<file path="config.mk">
export PLATFORM = sky130hd
export DESIGN_NAME = muldiv_unit
export DESIGN_NICKNAME = d
export VERILOG_FILES = /design/src/rtl/muldiv_unit_pkg.sv /design/src/rtl/muldiv_signfix.sv /design/src/rtl/muldiv_unit.sv
export SDC_FILE = /design/constraint.sdc
export NUM_CORES = 1
export LEC_CHECK = 0
export CELL_PAD_IN_SITES_DETAIL_PLACEMENT = 1
export CELL_PAD_IN_SITES_GLOBAL_PLACEMENT = 2
export CORE_MARGIN = 5
export CORE_UTILIZATION = 39
export CTS_BUF_LIST = sky130_fd_sc_hd__clkbuf_8 sky130_fd_sc_hd__clkbuf_16
export CTS_CLUSTER_SIZE = 20
export DETAILED_ROUTE_END_ITERATION = 10
export PLACE_DENSITY = 0.9
export SYNTH_ARGS = -nofsm -noshare
export SYNTH_HDL_FRONTEND = slang
export SYNTH_SLANG_ARGS = --single-unit
</file>
<file path="constraint.sdc">
create_clock -name clk -period 9.45 [get_ports clk]
set_input_delay 1.4175 -clock clk [delete_from_list [all_inputs] [get_ports clk]]
set_output_delay 1.4175 -clock clk [all_outputs]
set_load 0.01 [all_outputs]
</file>
<file path="src/rtl/muldiv_unit_pkg.sv">
// Shared encodings for the iterative RV32M multiply/divide unit:
// funct3 op codes, FSM states, special-case constants and signedness helpers.
package muldiv_unit_pkg;

  localparam int XLEN = 32;

  typedef enum logic [1:0] {
    ST_IDLE = 2'd0,
    ST_CALC = 2'd1,
    ST_FIX  = 2'd2,
    ST_DONE = 2'd3
  } md_state_t;

  localparam logic [2:0] MD_MUL    = 3'b000;
  localparam logic [2:0] MD_MULH   = 3'b001;
  localparam logic [2:0] MD_MULHSU = 3'b010;
  localparam logic [2:0] MD_MULHU  = 3'b011;
  localparam logic [2:0] MD_DIV    = 3'b100;
  localparam logic [2:0] MD_DIVU   = 3'b101;
  localparam logic [2:0] MD_REM    = 3'b110;
  localparam logic [2:0] MD_REMU   = 3'b111;

  localparam logic [XLEN-1:0] ALL_ONES = {XLEN{1'b1}};
  localparam logic [XLEN-1:0] INT_MIN  = {1'b1, {(XLEN-1){1'b0}}};

  function automatic logic op_a_signed(input logic [2:0] op);
    return !(op == MD_MULHU || op == MD_DIVU || op == MD_REMU);
  endfunction

  function automatic logic op_b_signed(input logic [2:0] op);
    return (op == MD_MUL || op == MD_MULH || op == MD_DIV || op == MD_REM);
  endfunction

endpackage

</file>
<file path="src/rtl/muldiv_signfix.sv">
// Combinational sign handling: operand magnitudes at load time, and sign
// correction plus result-word selection at the end of an operation.
module muldiv_signfix
  import muldiv_unit_pkg::*;
#(
  parameter int WIDTH = 32
) (
  input  logic [2:0]         ld_op,
  input  logic [WIDTH-1:0]   ld_a,
  input  logic [WIDTH-1:0]   ld_b,
  output logic               ld_sign_a,
  output logic               ld_sign_b,
  output logic [WIDTH-1:0]   ld_abs_a,
  output logic [WIDTH-1:0]   ld_abs_b,
  input  logic [2:0]         fix_op,
  input  logic               fix_sign_a,
  input  logic               fix_sign_b,
  input  logic [2*WIDTH-1:0] prod,
  input  logic [WIDTH-1:0]   quo,
  input  logic [WIDTH-1:0]   rem,
  output logic [WIDTH-1:0]   result
);

  logic [2*WIDTH-1:0] prod_fix;
  logic [WIDTH-1:0]   quo_fix;
  logic [WIDTH-1:0]   rem_fix;

  always_comb begin
    ld_sign_a = op_a_signed(ld_op) & ld_a[WIDTH-1];
    ld_sign_b = op_b_signed(ld_op) & ld_b[WIDTH-1];
    ld_abs_a  = ld_sign_a ? (~ld_a + 1'b1) : ld_a;
    ld_abs_b  = ld_sign_b ? (~ld_b + 1'b1) : ld_b;

    // MULHSU never latches sign_b, so one xor covers every multiply flavour
    prod_fix = (fix_sign_a ^ fix_sign_b) ? (~prod + 1'b1) : prod;
    quo_fix  = (fix_sign_a ^ fix_sign_b) ? (~quo + 1'b1) : quo;
    rem_fix  = fix_sign_a ? (~rem + 1'b1) : rem;

    result = rem_fix;
    case (fix_op)
      MD_MUL:                       result = prod_fix[WIDTH-1:0];
      MD_MULH, MD_MULHSU, MD_MULHU: result = prod_fix[2*WIDTH-1:WIDTH];
      MD_DIV, MD_DIVU:              result = quo_fix;
      default:                      result = rem_fix;
    endcase
  end

endmodule

</file>
<file path="src/rtl/muldiv_unit.sv">
// Iterative RV32M multiply/divide unit: shift-add multiply and restoring
// divide, one bit per cycle, with a one-cycle sign-fix stage.
module muldiv_unit
  import muldiv_unit_pkg::*;
#(
  parameter int WIDTH = 32,
  parameter int ITER  = 32
) (
  input  logic             clk,
  input  logic             rst,
  input  logic             Start,
  input  logic             Kill,
  input  logic [2:0]       MD_Op,
  input  logic [WIDTH-1:0] SrcA,
  input  logic [WIDTH-1:0] SrcB,
  output logic             Busy,
  output logic             Done,
  output logic [WIDTH-1:0] MD_Result,
  output md_state_t        dbg_state
);

  // Handshake: Start is taken only in IDLE with Kill low; Busy stays high
  // until the operation retires; Done pulses for one cycle with MD_Result
  // valid, and Kill in any busy state returns to IDLE without a Done.
  localparam int CW = $clog2(ITER);
  localparam logic [CW-1:0] LAST = CW'(ITER - 1);

  md_state_t          state;
  logic [2:0]         op_q;
  logic               sa_q, sb_q;
  logic [WIDTH-1:0]   a_q, b_q;
  logic [2*WIDTH-1:0] acc;
  logic [WIDTH-1:0]   rem_q;
  logic [CW-1:0]      count;
  logic [WIDTH-1:0]   result_q;
  logic               done_q;

  logic               ld_sign_a, ld_sign_b;
  logic [WIDTH-1:0]   ld_abs_a, ld_abs_b, fix_result;
  logic               div_zero, div_ovf;
  logic [WIDTH:0]     mul_sum;
  logic [WIDTH:0]     div_shift;
  logic [WIDTH-1:0]   div_diff;
  logic               div_ge;

  muldiv_signfix #(.WIDTH(WIDTH)) u_signfix (
    .ld_op      (MD_Op),
    .ld_a       (SrcA),
    .ld_b       (SrcB),
    .ld_sign_a  (ld_sign_a),
    .ld_sign_b  (ld_sign_b),
    .ld_abs_a   (ld_abs_a),
    .ld_abs_b   (ld_abs_b),
    .fix_op     (op_q),
    .fix_sign_a (sa_q),
    .fix_sign_b (sb_q),
    .prod       (acc),
    .quo        (acc[WIDTH-1:0]),
    .rem        (rem_q),
    .result     (fix_result)
  );

  always_comb begin
    div_zero  = MD_Op[2] && (SrcB == '0);
    div_ovf   = (MD_Op == MD_DIV || MD_Op == MD_REM) && (SrcA == INT_MIN) && (SrcB == ALL_ONES);
    // multiplier sits in acc's low word and drains out as the product shifts in
    mul_sum   = {1'b0, acc[2*WIDTH-1:WIDTH]} + (acc[0] ? {1'b0, a_q} : '0);
    div_shift = {rem_q, acc[WIDTH-1]};
    div_ge    = (div_shift >= {1'b0, b_q});
    // when div_ge holds the true difference is below b_q, so WIDTH bits suffice
    div_diff  = div_shift[WIDTH-1:0] - b_q;
  end

  always_ff @(posedge clk) begin
    if (rst) begin
      state    <= ST_IDLE;
      op_q     <= '0;
      sa_q     <= 1'b0;
      sb_q     <= 1'b0;
      a_q      <= '0;
      b_q      <= '0;
      acc      <= '0;
      rem_q    <= '0;
      count    <= '0;
      result_q <= '0;
      done_q   <= 1'b0;
    end else begin
      done_q <= 1'b0;
      case (state)
        ST_IDLE: begin
          if (Start && !Kill) begin
            op_q  <= MD_Op;
            sa_q  <= ld_sign_a;
            sb_q  <= ld_sign_b;
            a_q   <= ld_abs_a;
            b_q   <= ld_abs_b;
            acc   <= {{WIDTH{1'b0}}, (MD_Op[2] ? ld_abs_a : ld_abs_b)};
            rem_q <= '0;
            count <= '0;
            if (div_zero) begin
              result_q <= MD_Op[1] ? SrcA : ALL_ONES;
              done_q   <= 1'b1;
              state    <= ST_DONE;
            end else if (div_ovf) begin
              result_q <= MD_Op[1] ? '0 : INT_MIN;
              done_q   <= 1'b1;
              state    <= ST_DONE;
            end else begin
              state <= ST_CALC;
            end
          end
        end
        ST_CALC: begin
          if (Kill) begin
            state <= ST_IDLE;
          end else begin
            if (op_q[2]) begin
              acc[WIDTH-1:0] <= {acc[WIDTH-2:0], div_ge};
              rem_q          <= div_ge ? div_diff : div_shift[WIDTH-1:0];
            end else begin
              acc <= {mul_sum, acc[WIDTH-1:1]};
            end
            count <= count + 1'b1;
            if (count == LAST) state <= ST_FIX;
          end
        end
        ST_FIX: begin
          if (Kill) begin
            state <= ST_IDLE;
          end else begin
            result_q <= fix_result;
            done_q   <= 1'b1;
            state    <= ST_DONE;
          end
        end
        default: state <= ST_IDLE;
      endcase
    end
  end

  assign Busy      = (state != ST_IDLE);
  assign Done      = done_q & ~Kill;
  assign MD_Result = result_q;
  assign dbg_state = state;

endmodule
</file>
**Word-level counts from Yosys, hierarchy flattened**

Cells that the tools add are included.

- Register bits: 205
- Input bits: 71
- Output and inout port bits: 36
- Word-level logic and storage cells: 121

- $add $sub $neg: 8
- Magnitude comparators: 1
- Equality and inequality tests: 23
- Muxes and demuxes: 40
- Bitwise logic cells: 10
- Reductions and logical operators: 27

Operators with widths:

| kind | count |
|---|---|
| 32-bit 2-to-1 mux | 18 |
| 64-bit 2-to-1 mux | 3 |
| 32-bit by 1-bit adder with 32-bit output (second input constant) | 4 |
| 32-bit NOT | 4 |
| 32-bit one-hot mux with 2 select lines | 2 |
| 64-bit one-hot mux with 2 select lines | 1 |
| 32-bit one-hot mux with 3 select lines | 1 |
| 64-bit by 1-bit adder with 64-bit output (second input constant) | 1 |
| 32-bit equality test (second input constant) | 2 |
| 64-bit NOT | 1 |
| 32-bit by 32-bit adder with 33-bit output | 1 |
| 33-bit by 32-bit >= comparator with 1-bit output | 1 |
| 32-bit zero test | 1 |
| 32-bit subtractor | 1 |
| 3-bit equality test (second input constant) | 6 |
| 2-bit 2-to-1 mux | 6 |
| 4-bit AND reduction | 3 |
| 5-bit 2-to-1 mux | 2 |
| 2-bit != test (second input constant) | 5 |
| 5-bit one-hot mux with 2 select lines | 1 |
| 3-bit by 2-bit equality test with 1-bit output (second input constant) | 3 |
| 3-bit by 1-bit equality test with 1-bit output (second input constant) | 2 |
| 3-bit zero test | 2 |
| 1-bit logical OR | 6 |
| 19 further kinds | 32 |

**Depth between registers and ports, before layout**

Gate-level depths: netlist (run 1).

- Depth after elaboration: 9
- Depth in mapped cells: 15
- Gate-level depth less buffers: 13

**Hierarchy**

A second synthesis (run 1) with hierarchy kept.

- Cells, all modules: 2456
- Area, all modules: 17953.5 um2

By module, submodules not included:

| module | times used | cells each | area an instance (um2) | sequential area each (um2) |
|---|---|---|---|---|
| muldiv_unit | 1 | 1653 | 12728.5 | 4103.9 |
| muldiv_signfix | 1 | 803 | 5225.0 | 0.0 |

**Least setup slack after synthesis (run 1)**

Ideal clock, no wire load.

- Path kind: input port to flip-flop
- From: input SrcB[0]
- To: register result_q[10] (netlist: MD_Result[10])
- Setup time: 134 ps
- Data arrival time: 3812 ps
- Required time: 9316 ps
- Path slack: 5504 ps
- Cell stages on the path: 13
- Path buffers: 4
- Path through: inv_1 > ha_1 > or3b_2 > nor4_1 > and2_1 > buf_2 > and3_1 > buf_2 > nor2_1 > o22ai_2 > buf_4 > buf_2 > a211oi_1

- Cells in the longest elaborated chain, start to end: 5
- Elaborated cells on any way between the ends: 9
- Classes of those cells: eq/ne (2); mux (3); reduce/logical (4)

Ends and longest elaborated chain:

| element | RTL line | RTL |
|---|---|---|
| from (decl) | muldiv_unit.sv:15 | `input logic [WIDTH-1:0] SrcB,` |
| 32-bit zero test | muldiv_unit.sv:64 | `div_zero = MD_Op[2] && (SrcB == '0);` |
| 1-bit logical AND | muldiv_unit.sv:64 |  |
| 32-bit 2-to-1 mux | muldiv_unit.sv:100 | `if (div_zero) begin` |
| 32-bit 2-to-1 mux | muldiv_unit.sv:91 | `if (Start && !Kill) begin` |
| 32-bit one-hot mux with 2 select lines | muldiv_unit.sv:89 | `case (state)` |
| to (signal assigned) | muldiv_unit.sv:101 | `result_q <= MD_Op[1] ? SrcA : ALL_ONES;` |
| to (signal assigned) | muldiv_unit.sv:105 | `result_q <= MD_Op[1] ? '0 : INT_MIN;` |
| to (signal assigned) | muldiv_unit.sv:131 | `result_q <= fix_result;` |
| to (decl) | muldiv_unit.sv:35 | `logic [WIDTH-1:0] result_q;` |

Parallel ways exist; a longest one is shown, timed or not. The select of a mux whose other input is x is not followed.
A chain may end at the register's enable or synchronous reset.

**Worst setup path in the final report (run 1)**

- From: input SrcB[0]
- To: register result_q[19] (netlist: MD_Result[19])

The elaborated chain is that of the path after synthesis.

==> run_results.csv, run 1 <==
group,metric,value,unit
sta,setup-tns-final,0,ps
cells_and_area,diodes,0,
clocking,clock_latency,560,ps
route,drt-initial-drc-count,1413,
run,drv_cap,0,
placed_design,place.gp.congestion,0.950,
clocking,holdBufCountCts,0,
sta,fin_crit,5480,ps
cells_and_area,fin_util,44.6,%
sta,slew_headroom,25.2,%
worst_setup_path,crit_path_end_kind,"register",
yosys,async_flop_share,0,%
die,die_y,216,um
yosys,syn_area,16500,um^2
grt,antenna_found_initial,1,
sta,finalWorstSetupSlack,3970,ps
die,die_w,216,um
sta,min_period_over_period,58.0,%
sta,max_freq,182,MHz
yosys,postSynthCellCount,2155,
clocking,cts_tree,"done",
yosys,synth_top_area_cell,"dfxtp_1",
yosys,synth_area_leaders,"dfxtp_1 25%, nor2_1 5.4%, ha_1 5.4%",
yosys,ys_seq_area_share,24.9,%
clocking,clk_transition_reported_paths,60,ps
yosys,synth.avg_cell_area,7.66,um^2
cells_and_area,fillers,5097,
die,core_area,41900,um^2
route,ant_nets,0,
sta,rsz0062_at_grt,"no",
power_and_ir_drop,peakVddDrop,0.113,mV
die,die_area,46600,um^2
clocking,post_cts_buffers,0,
route,drcViolationCount,0,
grt,grt_pass1_wl,103000,um
placed_design,dpl.hpwl,51500,um
power_and_ir_drop,total_power,2650,uW
clocking,cts-buffers-inserted,27,
worst_setup_path,worstSetupPathType,"in -> reg",
yosys,yosysWarnings,0,
worst_setup_path,critPathLaunchType,"input port",
yosys,synth_cell_types,87,
clocking,ctsLongestPathBuffers,3,
grt,gr-usage-all-layers,27.6,%
placed_design,place_ws,3530,ps
cells_and_area,synthToLayoutAreaGrowth,13.4,%
route,wl_per_cell,24.7,um
clocking,root_buffer,"clkbuf_16",
worst_setup_path,crit_path_max_fanout,57,
route,dr.pass1.iters,6,
yosys,synth_top_cell_area_share,24.9,%
route,wl,67200,um
clocking,htreeDepth,1,
grt,grt_max_degree,91,
yosys,synthFlopType,"dfxtp_1",
die,start_util,39.4,%
placed_design,dp_cells,2672,
grt,grt.overflow.total,0,
cells_and_area,nNetsFinal,2306,
worst_setup_path,worst_ep_arrival_time,5890,ps
cells_and_area,drive_gt1_share,5.37,%
yosys,synth_edf_count,0,
placed_design,io_buffers,106,
sta,finalClockSkew,23.1,ps
die,rows,75,
yosys,synth-seq-cells,205,
route,vias,17100,
power_and_ir_drop,p_per_area,141,nW/um^2
sta,worst_pin_slew,1120,ps
route,avgViaCountPerCell,6.29,
cells_and_area,finalNonFillerCells,2718,
yosys,synthesis.nets,2299,
die,pin_count,107,
worst_hold_path,hold_class,"reg -> reg",
run_status,outcome,"complete, no violations",
clocking,clock_sinks,205,
sta,setup_viol,0,
sta,slew_violations,0,
power_and_ir_drop,leakagePower,0.00724,uW
grt,grt_pass1_vias,17100,
sta,hold_viol_final,0,
worst_setup_path,cp.required,9860,ps
clocking,cts_resized,0,
[layout by cell type (no fill, tap or decap), types with 53 or more instances in the layout]
master / n
a21oi_1: 138
dfxtp_1: 204
clkdlybuf4s50_1: 104
a211oi_1: 104
xnor2_1: 98
mux2i_1: 80
nand2_1: 151
inv_1: 86
nor3_1: 53
ha_1: 71
nor2_1: 237
xor2_1: 91
o21ai_0: 126
[per-stage QoR]
stage          area [um^2]  hold slack, ps
2_1_floorplan        16500             432
3_3_place_gp         17900             438
3_5_place_dp         17900             452
4_1_cts              18700             460
5_1_grt              18700             478
6_report             18700             459
[worst max-delay path: stages]
cell and delay (ps):
clkdlybuf4s50_1 490, inv_1 110, ha_1 170, or3b_2 490, nor4_1 600, and2_1 440, and3_1 750, nor2_1 250
o22ai_4 220, buf_4 520, o2111ai_1 210, o21ai_1 120, nor2_1 50
[Yosys cell counts (10+ instances only)]
master	count
a211oi_1	104
a21o_1	36
a21oi_1	140
a221oi_1	17
a22oi_1	14
a311oi_1	17
a31oi_1	26
a32oi_1	13
and2_1	39
and3_1	11
buf_1	11
clkbuf_1	122
dfxtp_1	205
ha_1	71
inv_1	80
mux2i_1	80
nand2_1	152
nand2b_1	16
nand3_1	32
nand4_1	26
nor2_1	237
nor2b_1	15
nor3_1	54
nor4_1	20
o211a_1	15
o211ai_1	12
o21a_1	13
o21ai_0	126
o21bai_1	10
o22ai_1	22
o31ai_1	38
o41ai_1	14
or3_1	21
or4_1	20
xnor2_1	99
xor2_1	92
[metal layers]
metal | track usage (%) | wire [um] | vias up | part of all wire (%)
met1 | 37.3 | 29500 | 8404 | 44
met2 | 46.2 | 31100 | 584 | 46
met5 | 0 | 11 | - | 0.016
li1 | - | - | 7961 | -
met3 | 3.57 | 4320 | 132 | 6.4
met4 | 8.32 | 2330 | 2 | 3.5
[where the power goes]
part	switching, uW	internal (uW)
logic	429	240
clock network	420	599
registers	50.1	909
total	899	1750
[logic make-up after synthesis]
logic type,after synthesis,synth area share [%]
AOI/OAI and AO/OA,688,28.2
and+or+nand+nor,686,20.7
buffers and inverters,230,5.49
DFF,205,24.9
xor gates and xnor gates,191,10.1
muxes,82,4.99
adders and majority gates,73,5.62
[state kept, by name (all words and copies together) (netlist names)]
name,count
done_q,1
dbg_state,2
acc,64
sb_q,1
a_q,32
op_q,3
rem_q,32
b_q,32
MD_Result,32
count,5
sa_q,1
[area by class of cell]
| cell class | instances | area [um^2] | area share, % |
|---|---|---|---|
| Sequential cell | 205 | 4110 | 21.9 |
| Multi-Input combinational cell | 1720 | 11600 | 61.8 |
| Inverter | 81 | 304 | 1.62 |
| Timing Repair Buffer | 127 | 1210 | 6.49 |
| Tap cell | 539 | 674 | 3.60 |
| Clock buffer | 31 | 731 | 3.90 |
| Clock inverter | 15 | 123 | 0.655 |
[worst paths after layout]
kind	startpoint	to	slack (ps)	cells after the start
setup / recovery	SrcB[0]	MD_Result[19]	3970	13
hold / removal	count[4]	count[4]	460	2
setup reg to reg	acc[31]	rem_q[30]	5030	13
hold reg to reg	count[4]	count[4]	460	2
No activity file was read; power rests on OpenSTA's default activity.
==> inputs of run 2 (changes only) <==
CORE_UTILIZATION = 36   (was 39)
PLACE_DENSITY = 0.84   (was 0.9)
clock period = 5.23 ns   (was 9.45 ns; I/O delays follow)
==> run_results.csv, run 2 (synthesis gave the netlist of run 1 again) <==
group,metric,value,unit
run_status,outcome,"complete, no violations",
cells_and_area,drive_gt1_share,6.36,%
cells_and_area,nNetsFinal,2324,
worst_hold_path,min_from,"a_q[0]",
die,die_y,224,um
sta,fin_crit,4150,ps
grt,antenna_found_initial,2,
sta,worst_pin_slew,1200,ps
clocking,cts_resized,0,
grt,grt.overflow.total,0,
sta,rsz0062_at_grt,"no",
cells_and_area,final_cell_mix,"236 x nor2_1, 204 x dfxtp_1, 151 x nand2_1",
cells_and_area,synthToLayoutAreaGrowth,15.1,%
die,die_area,50300,um^2
route,vias,17200,
cells_and_area,fillers,5525,
route,wl,70700,um
worst_setup_path,crit_chain,"buf_4 -> and2_1 -> ha_1 -> a21oi_1 -> o211ai_1 -> a311oi_1 -> o31ai_1 -> buf_4 -> a311oi_1 -> nor3_1 -> a221oi_1 -> xor2_1 -> o21ai_0",
worst_setup_path,worst_ep_arrival_time,4570,ps
clocking,clock_latency,580,ps
placed_design,place.gp.congestion,0.970,
worst_setup_path,crit_path_max_fanout,27,
worst_setup_path,worstRegToRegCells,13,
power_and_ir_drop,peakVddDrop,0.200,mV
clocking,ctsLongestPathBuffers,3,
clocking,cts-buffers-inserted,27,
worst_setup_path,rrSetupSlack,1080,ps
clocking,holdBufCountCts,0,
cells_and_area,finalNonFillerCells,2801,
sta,min_period_over_period,79.4,%
grt,grt_pass1_vias,17200,
clocking,root_buffer,"clkbuf_16",
clocking,htreeDepth,1,
worst_setup_path,crit_path_end_kind,"register",
placed_design,io_buffers,106,
route,avgViaCountPerCell,6.14,
clocking,clk_transition_reported_paths,60,ps
worst_setup_path,slowest_delay,690,ps
clocking,cts_tree,"done",
sta,slew_violations,0,
sta,setup_viol,0,
cells_and_area,fin_util,41.9,%
worst_setup_path,critical-path-slowest-cell,"dfxtp_1",
worst_setup_path,rr_startpoint,"acc[0]",
route,ant_nets,0,
worst_setup_path,worstSetupPathType,"reg -> reg",
route,dr.pass1.iters,5,
grt,gr-usage-all-layers,27.1,%
worst_setup_path,r2r_end,"acc[62]",
cells_and_area,largest-register,"acc",
power_and_ir_drop,leakagePower,0.00736,uW
die,die_w,224,um
sta,hold_viol_final,0,
sta,finalClockSkew,25.0,ps
run,drv_cap,0,
die,core_area,45400,um^2
clocking,post_cts_buffers,0,
clocking,clock_sinks,205,
route,drcViolationCount,0,
grt,grt_max_degree,85,
worst_setup_path,crit_cells,13,
die,start_util,36.4,%
worst_setup_path,startpoint,"acc[0]",
die,pin_count,107,
sta,max_freq,241,MHz
grt,grt_pass1_wl,107000,um
placed_design,dpl.hpwl,54600,um
cells_and_area,final_common_cell,"nor2_1",
worst_setup_path,cp_top_family,"compound AO/OA/AOI/OAI gates",
worst_setup_path,cp.required,5650,ps
route,drt-initial-drc-count,1326,
worst_setup_path,critPathLaunchType,"register",
worst_setup_path,crit_path_end,"acc[62]",
die,rows,78,
worst_setup_path,crit_buf_inv,2,
sta,slew_headroom,19.8,%
power_and_ir_drop,p_per_area,260,nW/um^2
cells_and_area,largest_register_ff_count,64,
sta,setup-tns-final,0,ps
worst_hold_path,min_path_cells,2,
placed_design,dp_cells,2751,
worst_hold_path,hold_class,"reg -> reg",
route,wl_per_cell,25.2,um
[run 2: cell types whose count changed in the layout (fill, tap and decap cells not counted), moves of 2 or more]
cell / previous run / this run
bufinv_16: 2 / 4
buf_4: 21 / 38
clkbuf_8: 4 / 2
clkinv_2: 5 / 8
[run 2: worst min-delay path by stage]
stage / endpoint / slack (ps)
after floorplan: a_q[0] / 430
after global placement: count[4] / 450
after detailed placement: a_q[0] / 450
after CTS: a_q[0] / 460
after global routing: a_q[0] / 490
final: a_q[0] / 460
[run 2: power breakdown]
group	leakage [uW]	internal (uW)	switching (uW)
logic	0.00522	447	789
registers	0.00167	1640	95.4
clock network	0.000466	1160	800
total	0.00736	3250	1680
[run 2: final cells by class]
cell class	instances	area [um^2]	share of cell area (%)
tap	600	751	3.95
clock inverter	20	203	1.07
timing repair buffer	145	1360	7.17
clock buffer	29	703	3.70
antenna	1	2.50	0.0132
multi-input combinational	1720	11600	60.9
inverter	81	304	1.60
sequential	205	4110	21.6
[run 2: routing by layer]
layer	up-vias	track usage, %	wire length (um)
met5	-	0	7
met4	2	8.82	2730
met3	129	3.64	4080
met2	536	44.5	32200
met1	8545	36.9	31700
li1	7999	-	-
[run 2: metrics by stage]
stage / instance area, um^2 / power [uW] / setup WS [ps] / hold slack (ps)
2_1_floorplan: 16500 / 2500 / 1910 / 432
3_3_place_gp: 18100 / 2960 / 711 / 446
3_5_place_dp: 18100 / 2980 / 653 / 454
4_1_cts: 19000 / 4930 / 1090 / 462
5_1_grt: 19000 / 5130 / 827 / 488
6_report: 19000 / 4940 / 1080 / 463
[run 2: worst register-to-register path, delay by kind of cell, from the launching register on]
family                   cells  cell delay, ps
XOR/XNOR                     1             180
AO/OA/AOI/OAI                7            1910
adder cells (fa/ha/maj)      1             270
buffers and inverters        2             580
flip-flops                   1             690
AND/OR/NAND/NOR              2             370
==> inputs of run 3 (changes only) <==
clock period = 4.2 ns   (was 5.23 ns; I/O delays follow)
==> run_results.csv, run 3 (synthesis gave the netlist of run 1 again) <==
group,metric,value,unit
power_and_ir_drop,peakVddDrop,0.241,mV
worst_setup_path,worstSetupPathType,"reg -> reg",
cells_and_area,fillers,5483,
route,drcViolationCount,0,
clocking,cts_resized,0,
run,drv_cap,0,
worst_setup_path,worst_ep_arrival_time,4300,ps
sta,hold_viol_final,0,
sta,setup-tns-final,0,ps
worst_setup_path,crit_path_end_kind,"register",
sta,finalClockSkew,20.2,ps
die,die_y,224,um
worst_setup_path,crit_buf_inv,1,
route,drt-initial-drc-count,1723,
cells_and_area,drive_gt1_share,7.87,%
die,start_util,36.4,%
run_status,outcome,"complete, no violations",
sta,min_period_over_period,91.4,%
die,pin_count,107,
cells_and_area,largest_register_ff_count,64,
worst_hold_path,hold_class,"reg -> reg",
clocking,cts_tree,"done",
die,core_area,45400,um^2
die,die_area,50300,um^2
sta,slew_headroom,32.6,%
sta,fin_crit,3840,ps
grt,antenna_found_initial,1,
route,wl_per_cell,24.9,um
route,avgViaCountPerCell,6.17,
clocking,root_buffer,"clkbuf_16",
grt,grt_max_degree,65,
placed_design,io_buffers,106,
cells_and_area,final_common_cell,"nor2_1",
sta,rsz0062_at_grt,"no",
clocking,cts-buffers-inserted,27,
clocking,clk_transition_reported_paths,60,ps
sta,max_freq,261,MHz
grt,grt.overflow.total,0,
clocking,clock_sinks,205,
route,wl,70600,um
route,ant_nets,0,
sta,worst_pin_slew,1010,ps
placed_design,dpl.hpwl,54000,um
worst_setup_path,critical-path-slowest-cell,"dfxtp_1",
clocking,holdBufCountCts,0,
worst_setup_path,crit_path_max_fanout,11,
die,rows,78,
power_and_ir_drop,leakagePower,0.00756,uW
grt,gr-usage-all-layers,26.8,%
clocking,clock_latency,570,ps
placed_design,place.gp.congestion,1.00,
sta,setup_viol,0,
grt,grt_pass1_wl,106000,um
cells_and_area,final_cell_mix,"236 x nor2_1, 204 x dfxtp_1, 151 x nand2_1",
sta,slew_violations,0,
placed_design,place_ws,240,ps
cells_and_area,largest-register,"acc",
worst_setup_path,slowest_delay,690,ps
worst_setup_path,cp_top_family,"compound AO/OA/AOI/OAI gates",
route,vias,17500,
worst_setup_path,cp.required,4660,ps
sta,finalWorstSetupSlack,361,ps
clocking,htreeDepth,1,
cells_and_area,diodes,0,
worst_setup_path,critPathMostFrequentCell,"a21oi_1",
clocking,ctsLongestPathBuffers,3,
route,dr.pass1.iters,6,
cells_and_area,nNetsFinal,2362,
worst_setup_path,critPathLaunchType,"register",
cells_and_area,synthToLayoutAreaGrowth,16.9,%
grt,grt_pass1_vias,17300,
clocking,post_cts_buffers,0,
power_and_ir_drop,p_per_area,316,nW/um^2
worst_setup_path,crit_chain,"and2_1 -> ha_1 -> a21oi_1 -> a21boi_0 -> o211ai_1 -> a21oi_1 -> buf_4 -> o211ai_1 -> a21oi_1 -> or4_1 -> a32o_1",
die,die_w,224,um
-- run 3: cell count changes in the layout (fill, tap and decap cells not counted), sizes merged --
cell | previous run | this run
bufinv | 4 | 0
inv | 86 | 85
buf | 41 | 79
clkbuf | 29 | 41
diode | 1 | 0
clkinvlp | 2 | 0
clkinv | 9 | 2
-- run 3: per-layer routing --
| layer | GRT usage [%] | part of all wire (%) | vias to the layer above |
|---|---|---|---|
| met5 | 0 | 0.018 | - |
| met4 | 6.70 | 2.9 | 2 |
| met3 | 3.12 | 6.3 | 135 |
| met2 | 45.3 | 47 | 643 |
| met1 | 36.4 | 44 | 8646 |
| li1 | - | - | 8061 |
-- run 3: worst paths after layout --
kind           start  endpoint  slack [ps]  depth (start not counted)
min reg2reg  a_q[31]   a_q[31]         460                          2
max           acc[0]   acc[61]         360                         11
min          a_q[31]   a_q[31]         460                          2
max reg2reg   acc[0]   acc[61]         360                         11
-- run 3: cell type report --
cell class              count  area [um^2]  share of cell area, %
multi-input cells        1720        11600                   59.9
clock buffers              41          868                   4.50
inverters                  81          304                   1.57
flip-flops and latches    205         4110                   21.3
repair buffers            183         1690                   8.73
clock inverters             6         28.8                  0.149
well taps                 600          751                   3.89
-- run 3: worst reg2reg max path, stage by stage, from the launching register on --
cell and delay, ps:
dfxtp_1 690, and2_1 260, ha_1 290, a21oi_1 290, a21boi_0 200, o211ai_1 310, a21oi_1 120, buf_4 170
o211ai_1 390, a21oi_1 200, or4_1 550, a32o_1 250
-- run 3: power by group --
part,switching [uW],internal (uW)
sequential,110,2050
clock,974,1400
combinational,988,584
total,2070,4030
-- run 3: stage by stage --
stage          hold slack (ps)  std cells  cell area, um^2  util [%]  power, uW
5_1_grt                    485       2836            19300      42.5       6320
4_1_cts                    468       2836            19300      42.5       6110
2_1_floorplan              432       2155            16500         -       3110
3_3_place_gp               438       2789            18400      40.6       3700
3_5_place_dp               460       2789            18400      40.6       3730
6_report                   463       2836            19300      42.5       6110
